### config.mk
export PLATFORM = sky130hd
export DESIGN_NAME = pmem_arbiter
export DESIGN_NICKNAME = d
export VERILOG_FILES = /design/src/rtl/pmem_arbiter_pkg.sv /design/src/rtl/pmem_arbiter.sv
export SDC_FILE = /design/constraint.sdc
export NUM_CORES = 1
export LEC_CHECK = 0
export ABC_AREA = 0
export BUFFER_PORTS_ARGS = -buffer_cell sky130_fd_sc_hd__buf_4
export CORE_AREA = 2 2 274 276
export CTS_CLUSTER_DIAMETER = 120
export DETAILED_ROUTE_END_ITERATION = 8
export DIE_AREA = 0 0 276 278
export GPL_TIMING_DRIVEN = 0
export PLACE_DENSITY = 0.39
export SLEW_MARGIN = 20
export SYNTH_ARGS = -nofsm -noshare
export SYNTH_HDL_FRONTEND = slang
export SYNTH_SLANG_ARGS = --single-unit
### constraint.sdc
create_clock -name clk -period 4.5 [get_ports clk]
set_clock_uncertainty 0.05 [all_clocks]
set_input_delay 0.225 -clock clk [delete_from_list [all_inputs] [get_ports clk]]
set_output_delay 0.225 -clock clk [all_outputs]
set_load 0.005 [all_outputs]
### src/rtl/pmem_arbiter_pkg.sv
// Shared types for the LC-3b L1 I/D physical-memory arbiter.
package pmem_arbiter_pkg;

  typedef logic [15:0]  lc3b_word;
  typedef logic [127:0] cache_line;

  typedef enum logic [1:0] {
    ARB_IDLE   = 2'd0,
    ARB_ICACHE = 2'd1,
    ARB_DCACHE = 2'd2
  } arb_state_t;

  typedef enum logic {
    ARB_OP_READ  = 1'b0,
    ARB_OP_WRITE = 1'b1
  } arb_op_t;

endpackage

### src/rtl/pmem_arbiter.sv
// Shares one physical-memory port between the I-cache and D-cache: one latched
// line transaction at a time, D-cache priority with an I-cache anti-starvation limit.
module pmem_arbiter
  import pmem_arbiter_pkg::*;
#(
  parameter int unsigned STARVE_LIMIT = 4
) (
  input  logic      clk,
  input  logic      reset,
  input  logic      i_pmem_read,
  input  lc3b_word  i_pmem_address,
  output cache_line i_pmem_rdata,
  output logic      i_pmem_resp,
  input  logic      d_pmem_read,
  input  logic      d_pmem_write,
  input  lc3b_word  d_pmem_address,
  input  cache_line d_pmem_wdata,
  output cache_line d_pmem_rdata,
  output logic      d_pmem_resp,
  output logic      pmem_read,
  output logic      pmem_write,
  output lc3b_word  pmem_address,
  output cache_line pmem_wdata,
  input  cache_line pmem_rdata,
  input  logic      pmem_resp,
  output logic      arb_conflict
);

  localparam int unsigned        CNT_W      = $clog2(STARVE_LIMIT + 1);
  localparam logic [CNT_W-1:0]   STARVE_MAX = CNT_W'(STARVE_LIMIT);

  arb_state_t       state, state_next;
  arb_op_t          op_q;
  lc3b_word         addr_q;
  cache_line        wdata_q;
  logic [CNT_W-1:0] starve_cnt;

  logic d_req, idle, owned, starved, grant_d, grant_i;

  assign d_req   = d_pmem_read | d_pmem_write;
  assign idle    = (state == ARB_IDLE);
  assign owned   = (state == ARB_ICACHE) | (state == ARB_DCACHE);
  assign starved = (starve_cnt == STARVE_MAX);

  // D wins every contest except when I has waited through STARVE_LIMIT D grants.
  assign grant_d = idle & d_req & ~(i_pmem_read & starved);
  assign grant_i = idle & i_pmem_read & ~grant_d;

  always_comb begin
    // NOTE: default assignment first so every path drives state_next and no latch is inferred.
    state_next = state;
    case (state)
      ARB_IDLE: begin
        if (grant_d)      state_next = ARB_DCACHE;
        else if (grant_i) state_next = ARB_ICACHE;
      end
      ARB_ICACHE, ARB_DCACHE: begin
        if (pmem_resp) state_next = ARB_IDLE;
      end
      default: state_next = ARB_IDLE;
    endcase
  end

  always_ff @(posedge clk or posedge reset) begin
    if (reset) begin
      state      <= ARB_IDLE;
      op_q       <= ARB_OP_READ;
      addr_q     <= '0;
      wdata_q    <= '0;
      starve_cnt <= '0;
    end else begin
      // NOTE: non-blocking assignments so every register samples pre-edge values.
      state <= state_next;
      if (grant_d) begin
        addr_q <= d_pmem_address;
        op_q   <= d_pmem_write ? ARB_OP_WRITE : ARB_OP_READ;
        if (d_pmem_write) wdata_q <= d_pmem_wdata;
        if (!i_pmem_read)  starve_cnt <= '0;
        else if (!starved) starve_cnt <= starve_cnt + 1'b1;
      end else if (grant_i) begin
        addr_q     <= i_pmem_address;
        op_q       <= ARB_OP_READ;
        starve_cnt <= '0;
      end
    end
  end

  // Memory sees only the latched request, so requester inputs may move mid-transaction.
  assign pmem_read    = owned & (op_q == ARB_OP_READ);
  assign pmem_write   = owned & (op_q == ARB_OP_WRITE);
  assign pmem_address = addr_q;
  assign pmem_wdata   = wdata_q;

  assign i_pmem_resp  = (state == ARB_ICACHE) & pmem_resp;
  assign d_pmem_resp  = (state == ARB_DCACHE) & pmem_resp;
  assign i_pmem_rdata = pmem_rdata;
  assign d_pmem_rdata = pmem_rdata;

  assign arb_conflict = ~reset & idle & i_pmem_read & d_req;

  // A simultaneous D read and write is a cache-controller bug; it is served as a write.
  assert property (@(posedge clk) disable iff (reset) !(d_pmem_read && d_pmem_write));

endmodule

Yosys cells after proc, flatten, opt, wreduce, memory -nomap -nowiden
Index checks and enable logic that the tools add are counted.

cells by class
  add/subtract/negate cells = 1
  muxes and demuxes = 13
  eq/ne operators = 6
  reduce and logical (&&, ||, !) cells = 6
  bitwise gates (word level) = 18

operator list
  kind                                                                     count
  16-bit two-way mux                                                       2
  1-bit AND                                                                12
  3-bit two-way mux                                                        4
  2-bit two-way mux                                                        3
  2-bit AND reduction                                                      3
  1-bit NOT                                                                4
  2-bit one-hot mux with 2 select lines                                    1
  3-bit by 1-bit adder with 3-bit output, second input constant            1
  3-bit == test, second input constant                                     1
  1-bit two-way mux                                                        3
  3-bit by 1-bit inequality test with 1-bit output, second input constant  1
  3-bit inequality test, second input constant                             1
  2-bit by 1-bit == test with 1-bit output, second input constant          1
  2-bit == test, second input constant                                     1
  2-bit zero test                                                          1
  2-bit inequality test, second input constant                             1
  1-bit bitwise OR                                                         2
  2-bit nonzero test                                                       1
  2-bit OR reduction                                                       1

word-level totals
  register bits after elaboration = 150
  input port bits = 294
  logic and storage cells = 49
  output and inout port bits = 405

Longest topological paths before layout
Gate-level depths: netlist of run 1.

  word-level depth = 9
  gate-level depth with buffers = 7
  gate-level depth less buffers = 5

Least setup slack after synthesis of run 1
OpenSTA, ideal clock, no wires.

  kind = reg2reg
  from = reg state[0]
  to = reg wdata_q[0] (netlist: pmem_wdata[0])
  data required time = 4.325 ns
  arrival time = 1.548 ns
  period minus slack after synthesis = 1.723 ns
  slack = 2.777 ns
  cell stages (with the launch flop) = 7
  library setup time = 0.125 ns
  buffers on the path = 2
  cell sequence = dfrtp_1 > inv_1 > ha_1 > and3_4 > buf_6 > buf_6 > mux2_4

on the way
  longest elaborated chain between the ends = 4

RTL lines
  element                               line                text
  start: declaration                    pmem_arbiter.sv:32  arb_state_t state, state_next;
  start signal: assignment              pmem_arbiter.sv:73  state <= state_next;
  2-bit zero test                       pmem_arbiter.sv:41  assign idle = (state == ARB_IDLE);
  1-bit AND (2 in a row)                pmem_arbiter.sv:46  assign grant_d = idle & d_req & ~(i_pmem_read & starved);
  2-bit AND reduction (no source line)  -
  end signal: assignment                pmem_arbiter.sv:77  if (d_pmem_write) wdata_q <= d_pmem_wdata;
  end: declaration                      pmem_arbiter.sv:35  cache_line wdata_q;

No other way between the ends.
A chain may end at the register's enable or synchronous reset.

Worst setup path after layout of run 1
  from = reg state[0]
  to = reg addr_q[15] (netlist: pmem_address[15])

on the way
  longest elaborated chain between the ends = 6
  elaborated cells on any way between the ends = 8
  those cells by class = mux (1); bitwise (5); reduce/logical (2)

RTL lines
  element                              line                text
  2-bit zero test *                    pmem_arbiter.sv:41
  1-bit AND (2 in a row)               pmem_arbiter.sv:46
  1-bit NOT                            pmem_arbiter.sv:47  assign grant_i = idle & i_pmem_read & ~grant_d;
  1-bit AND                            pmem_arbiter.sv:47
  2-bit nonzero test (no source line)  -
  end signal: assignment               pmem_arbiter.sv:75  addr_q <= d_pmem_address;
  end signal: assignment               pmem_arbiter.sv:81  addr_q <= i_pmem_address;
  end: declaration                     pmem_arbiter.sv:34  lc3b_word addr_q;

Mark *: on every way between the ends. The rest lies on a longest branch, timed or not.

==> results of run 1 <==
## metrics by stage
stage	setup TNS [ns]	worst slack, ns	hold slack [ns]	utilization	power [uW]
final	0	2.03	0.0755	0.217	7860
after global routing	0	1.89	0.0277	0.217	8410
after CTS	0	2.00	0.00121	0.217	8100
after detailed placement	0	2.31	0.251	0.187	6260
after global placement	-390.95	-2.64	0.407	0.187	6250
after floorplan	0	0.189	0.323	-	4320
## logic make-up (layout without fill, tap and decap cells)
logic type,count (synthesis),count (layout)
AO/OA/AOI/OAI,11,11
adder cells (fa/ha/maj),5,5
buffers and inverters,280,1041
flip-flops,150,150
multiplexers,160,160
AND/OR/NAND/NOR,15,15
## worst min-delay path: cells and delay by family
family,cells,cell delay [ns]
mux,2,0.26
buf+inv,1,0.08
## metal layers
| metal | vias to the layer above | global-route usage |
|---|---|---|
| met5 | - | 0 |
| met4 | 6 | 0.0339 |
| met3 | 37 | 0.0349 |
| met2 | 366 | 0.147 |
| met1 | 3313 | 0.0786 |
| li1 | 3294 | - |
## power by group through the flow
stage / combinational, uW / sequential (uW) / clock (uW)
6_report: 3900 / 2460 / 1500
3_3_place_gp: 3780 / 2470 / 0
2_1_floorplan: 1850 / 2470 / 0
4_1_cts: 4010 / 2470 / 1620
3_5_place_dp: 3780 / 2470 / 0
5_1_grt: 4200 / 2560 / 1660
## how the worst min path moves through the flow
stage / startpoint / to / cells after the start
floorplan: d_pmem_wdata[0] / pmem_wdata[0]$_DFFE_PP0P_ / 1
global placement: d_pmem_wdata[73] / pmem_wdata[73]$_DFFE_PP0P_ / 2
detailed placement: reset / pmem_wdata[74]$_DFFE_PP0P_ / 2
CTS: i_pmem_address[6] / pmem_address[6]$_DFFE_PP0P_ / 3
global route: i_pmem_address[6] / pmem_address[6]$_DFFE_PP0P_ / 3
finish: i_pmem_address[9] / pmem_address[9]$_DFFE_PP0P_ / 3
## Yosys cell counts, drive strengths merged, types with 2 or more instances
| master | number |
|---|---|
| a21oi | 2 |
| a22o | 2 |
| a32o | 2 |
| and2 | 3 |
| and3 | 2 |
| buf | 274 |
| dfrtp | 150 |
| ha | 5 |
| inv | 6 |
| mux2 | 160 |
| nand2 | 2 |
| nand2b | 2 |
| nor2b | 2 |
| o21ai | 3 |
## registers in the layout, summed over array words and instances, names as in the netlist
name,cells
op_q,1
state,2
pmem_wdata,128
pmem_address,16
starve_cnt,3
## area by class of cell
cell class                      count  area, um2
Tap cell                          969       1210
Clock inverter                     15        160
Clock buffer                       17        425
Sequential cell                   150       3750
Multi-Input combinational cell    191       2430
Fill cell                        8012      57800
Inverter                            6       30.0
Timing Repair Buffer              729       5890
Buffer                            274       2100
## layout by cell type, fill, tap and decap left out
cell type      synthesis  layout
buf_16                 0       1
a21oi_1                2       2
and2_1                 3       3
nand2_4                1       1
nand3_2                1       1
nor3b_1                1       1
ha_1                   5       5
mux2_2                59      59
clkinvlp_4             0       1
and3_4                 1       1
o21bai_1               1       1
nand3b_1               1       1
buf_6                 14      14
a21o_1                 1       1
or2_1                  1       1
nor2b_1                2       2
clkinv_4               0       3
mux2_4               101     101
dlygate4sd3_1          0     159
and3_1                 1       1
buf_2                  3       3
inv_1                  6       5
o21ai_0                3       3
inv_8                  0       6
clkinv_2               0       1
bufinv_16              0       1
inv_6                  0       4
clkbuf_16              0      17
dfrtp_1              150     150
a32o_1                 2       2
nand2b_1               2       2
buf_4                257     826
a22o_1                 2       2
nand2_1                1       1
## repair_timing
| item | in CTS | in global routing |
|---|---|---|
| hold buffers | 159 | 0 |
| hold endpoints to repair | 212 | 0 |
| setup endpoints to repair | 0 | 0 |
==> impl_metrics.csv, run 1 <==
group,metric,value,unit
run_status,outcome,"finished with violations",
run_status,violations,"design-rule violations",
setup_path,worstPathArrival,2.77,ns
sta,slew_headroom,0.621,
synthesis,synth_warnings,0,
grt,grt_pass1_vias,7513,
cts,cts_tree,"done",
synthesis,synthTopCellsByArea,"dfrtp_1 (45%), buf_4 (23%), mux2_4 (18%)",
synthesis,synth_compound_area_frac,0.00934,
setup_path,endpoint_kind,"flop",
flow_run,max_cap_viol_count,0,
sta,hold_violations,0,
synthesis,ys_types,25,
grt,antenna_found_initial,3,
setup_path,crit_end,"pmem_address[15]$_DFFE_PP0P_",
route,drc,49,
synthesis,yosysTopAreaCell,"dfrtp_1",
synthesis,synth_xor_area_frac,0,
place,gp_congestion,0.734,
cts,h-tree-depth,4,
setup_path,crit_cells,7,
synthesis,yosysSeqAreaShare,0.452,
setup_path,startpoint,"state[0]$_DFFE_PP0P_",
setup_path,worstPathMaxFanout,10,
synthesis,async_flop_share,1.00,
grt,grt_util_all_layers,0.0803,
synthesis,syn_area,8310,um2
synthesis,synth-main-ff-cell,"dfrtp_1",
floorplan,coreArea,73800,um2
cts,clkLatencyLatePin,0.48,ns
power,p_clk_frac,0.191,
route,viasPerCell,2.98,
finish,drive_gt1_frac,0.753,
synthesis,synthMuxAreaShare,0.263,
setup_path,slowest_stage,"dlygate4sd3_1",
synthesis,synth_edf_count,0,
route,wl_per_cell,13.4,um
floorplan,die_w,276,um
cts,clockBufferDepth,2,
synthesis,synth-seq-cells,150,
setup_path,critPathMostFrequentCell,"mux2_2",
setup_path,start_kind,"flop",
sta,finalSetupViolCount,0,
cts,clk_pin_slew,0.07,ns
route,wirelength,31400,um
synthesis,synth_nets,920,
floorplan,initial_core_util,0.113,
min_path,hp-class,"in2reg",
power,ir_worst_vdd,0.000301,V
power,p_sw_frac,0.311,
sta,worst_slew_pin_slew,0.568,ns
route,wl_met2,16900,um
place,dpl.hpwl,24900,um
setup_path,r2r_end,"pmem_address[15]$_DFFE_PP0P_",
power,p_seq_frac,0.313,
route,wl_met1,10800,um
grt,grt_max_degree,85,
floorplan,die_h,278,um
synthesis,synth_top_family_by_area,"multiplexers",
power,comb_power_share,0.496,
synthesis,netlist_instances,621,
sta,period_share,0.549,
synthesis,synth_fa_ha_area_frac,0.00753,
place,dp.cells,2160,
setup_path,cp_num_buf_inv,3,
sta,rsz0062_at_grt,"no",
power,switchingPower,2450,uW
sta,layout_min_cycle_time,2.47,ns
route,drt-pass1-iter-count,6,
power,power.internal,5410,uW
synthesis,synthSimpleGateAreaFrac,0.0130,
finish,nets,1668,
setup_path,r2r_cells,7,
finish,instances_no_fill,2351,
setup_path,r2r-start,"state[0]$_DFFE_PP0P_",
floorplan,row_count,100,
finish,syn2layout_area_growth,92.6,%
sta,maxSlewViolCount,0,
sta,max_freq,405,MHz
synthesis,yosysTopAreaCellShare,0.452,
setup_path,critical_path.cell_chain,"inv_1 > ha_1 > nand2_4 > buf_6 > mux2_2 > mux2_2 > dlygate4sd3_1",
route,dr_wl_met3,3020,um
place,port-buffer-count,569,
place,placed_area,13800,um2
cts,cts-root-buf,"clkbuf_16",
cts,postCtsSetupRepairBufs,0,
floorplan,ios,699,
grt,grt_pass1_wl,45900,um
cts,numCtsBuffers,17,
route,topRoutingLayerUsed,"met5",
setup_path,slowest_delay,0.56,ns
synthesis,synth.avg_cell_area,13.4,um2
power,p_leak,0.00791,uW
cts,clock_sinks,150,
finish,antenna_cells,0,
setup_path,cp.required,4.80,ns
grt,grt-ovfl-total,0,
cts,ctsResizeCount,0,
route,drt_iter0_markers,182,
floorplan,die_area,76700,um2
setup_path,critical_path.top_delay_family,"buffers and inverters",
finish,fin_area,16000,um2
route,vias,7016,
route,antenna_left,0,
setup_path,r2r_setup_slack,2.03,ns
setup_path,critPathKind,"reg2reg",
power,power.density,491,nW/um2
(Power assumes the default switching activity.)
==> run 2: changes to the inputs <==
CORE_AREA = 2 2 275 277   (was 2 2 274 276)
DIE_AREA = 0 0 277 279   (was 0 0 276 278)
PLACE_DENSITY = 0.38   (was 0.39)
clock period = 2.5 ns   (was 4.5 ns; I/O delays follow)
==> impl_metrics.csv, run 2 (same netlist as run 1, synthesis figures left out) <==
group,metric,value,unit
route,vias,7091,
place,gp_congestion,0.743,
finish,instances_no_fill,2363,
setup_path,crit_end,"pmem_address[12]$_DFFE_PP0P_",
place,port-buffer-count,569,
route,wirelength,35600,um
finish,drive_gt1_frac,0.752,
grt,grtUsageMet2,0.164,
cts,numCtsBuffers,17,
flow_run,max_cap_viol_count,0,
sta,finalSetupViolCount,0,
sta,max_freq,436,MHz
setup_path,worstPathArrival,2.60,ns
grt,grt_pass1_vias,7596,
place,dpl.hpwl,29000,um
setup_path,slowest_stage,"dlygate4sd3_1",
setup_path,critical_path.cell_chain,"inv_1 > ha_2 > and3_1 > clkbuf_4 > mux2_2 > dlygate4sd3_1",
finish,final_cell_mix,"buf_4 (828), dlygate4sd3_1 (163), dfrtp_1 (150), mux2_4 (101), mux2_2 (59)",
setup_path,r2r-start,"state[0]$_DFFE_PP0P_",
finish,final_common_cell,"buf_4",
floorplan,die_h,279,um
route,viasPerCell,3.00,
setup_path,critPathKind,"reg2reg",
cts,clk_pin_slew,0.08,ns
power,power.density,886,nW/um2
run_status,outcome,"complete, no violations",
route,drc,0,
floorplan,coreArea,74100,um2
floorplan,row_count,100,
sta,worst_slew_pin_slew,0.353,ns
sta,period_share,0.917,
grt,grt-ovfl-total,0,
floorplan,die_area,77300,um2
setup_path,r2r_end,"pmem_address[12]$_DFFE_PP0P_",
setup_path,start_kind,"flop",
sta,rsz0062_at_grt,"no",
sta,slew_headroom,0.762,
route,drt_iter0_markers,156,
route,wl_per_cell,15.1,um
sta,maxSlewViolCount,0,
min_path,hp-class,"in2async",
cts,clock_sinks,150,
place,pre_cts_ws,0.357,ns
setup_path,r2r_cells,6,
place,dp.cells,2165,
setup_path,startpoint,"state[0]$_DFFE_PP0P_",
route,drt-pass1-iter-count,4,
cts,clkLatencyLatePin,0.48,ns
grt,top_usage_layer,"met2",
route,antenna_left,0,
finish,largest_reg_flops,128,
cts,clockBufferDepth,2,
sta,worst_slack,0.208,ns
grt,antenna_found_initial,6,
finish,syn2layout_area_growth,94.3,%
setup_path,cp.required,2.81,ns
setup_path,worstPathMaxFanout,10,
power,ir_worst_vdd,0.000444,V
cts,cts_tree,"done",
grt,grt_max_degree,32,
setup_path,endpoint_kind,"flop",
power,p_leak,0.00797,uW
setup_path,slowest_delay,0.56,ns
floorplan,die_w,277,um
floorplan,initial_core_util,0.112,
sta,hold_violations,0,
sta,layout_min_cycle_time,2.29,ns
cts,h-tree-depth,4,
cts,cts-root-buf,"clkbuf_16",
grt,grt_util_all_layers,0.0895,
finish,nets,1679,
grt,grt_pass1_wl,50400,um
grt,met1_usage,0.0911,
setup_path,r2r_setup_slack,0.21,ns
floorplan,ios,699,
grt,grtUsageMet3,0.0387,
-- run 2: metrics by stage --
| step | TNS [ns] | total power, uW | utilization | hold slack, ns | area [um2] |
|---|---|---|---|---|---|
| 3_3_place_gp | -156.74 | 11400 | 0.186 | 0.307 | 13800 |
| 3_5_place_dp | 0 | 11500 | 0.188 | 0.0443 | 13900 |
| 5_1_grt | 0 | 15300 | 0.218 | 0.0987 | 16100 |
| 6_report | 0 | 14300 | 0.218 | 0.106 | 16100 |
| 2_1_floorplan | 0 | 7770 | - | 0.223 | 8310 |
| 4_1_cts | 0 | 14700 | 0.218 | 0.0310 | 16100 |
-- run 2: worst max-delay path, delay by kind of cell (launching register included) --
kind                       cells  cell delay (ns)
buffers and inverters          3             0.91
adders and majority gates      1             0.26
muxes                          1             0.36
DFF                            1             0.40
and+or+nand+nor                1             0.19
-- run 2: worst min path at each step --
stage / startpoint / endpoint / slack, ns / cells after the start
2_1_floorplan: d_pmem_wdata[0] / pmem_wdata[0]$_DFFE_PP0P_ / 0.22 / 1
3_3_place_gp: d_pmem_wdata[62] / pmem_wdata[62]$_DFFE_PP0P_ / 0.31 / 2
4_1_cts: reset / starve_cnt[0]$_DFFE_PP0P_ / 0.03 / 3
5_1_grt: reset / starve_cnt[0]$_DFFE_PP0P_ / 0.1 / 3
3_5_place_dp: reset / pmem_wdata[46]$_DFFE_PP0P_ / 0.04 / 2
6_report: reset / starve_cnt[0]$_DFFE_PP0P_ / 0.11 / 3
-- run 2: layout make-up --
cell class | instances | area, um2
Fill cell | 8046 | 57900
Timing Repair Buffer | 740 | 6050
Sequential cell | 150 | 3750
Multi-Input combinational cell | 191 | 2430
Buffer | 274 | 2110
Tap cell | 969 | 1210
Clock buffer | 19 | 453
Clock inverter | 13 | 108
Inverter | 6 | 26.3
Antenna cell | 1 | 2.50
-- run 2: report_power, final --
group | internal (uW) | leakage [uW] | switching, uW
registers | 3680 | 0.00177 | 762
logic | 4700 | 0.00592 | 2500
clock network | 1350 | 0.000277 | 1300
-- run 2: per-layer routing --
layer | share of wire | wire (um)
met1 | 0.36 | 12700
met2 | 0.53 | 19000
met3 | 0.093 | 3330
met4 | 0.018 | 627
met5 | 0.00098 | 35
-- run 2: timing repair --
action                                 in CTS  in global routing
gates resized for setup                     0                  3
setup buffers                               0                  2
endpoints found under the hold margin     224                  0
setup endpoints to repair                   0                 13
hold buffers                              163                  0
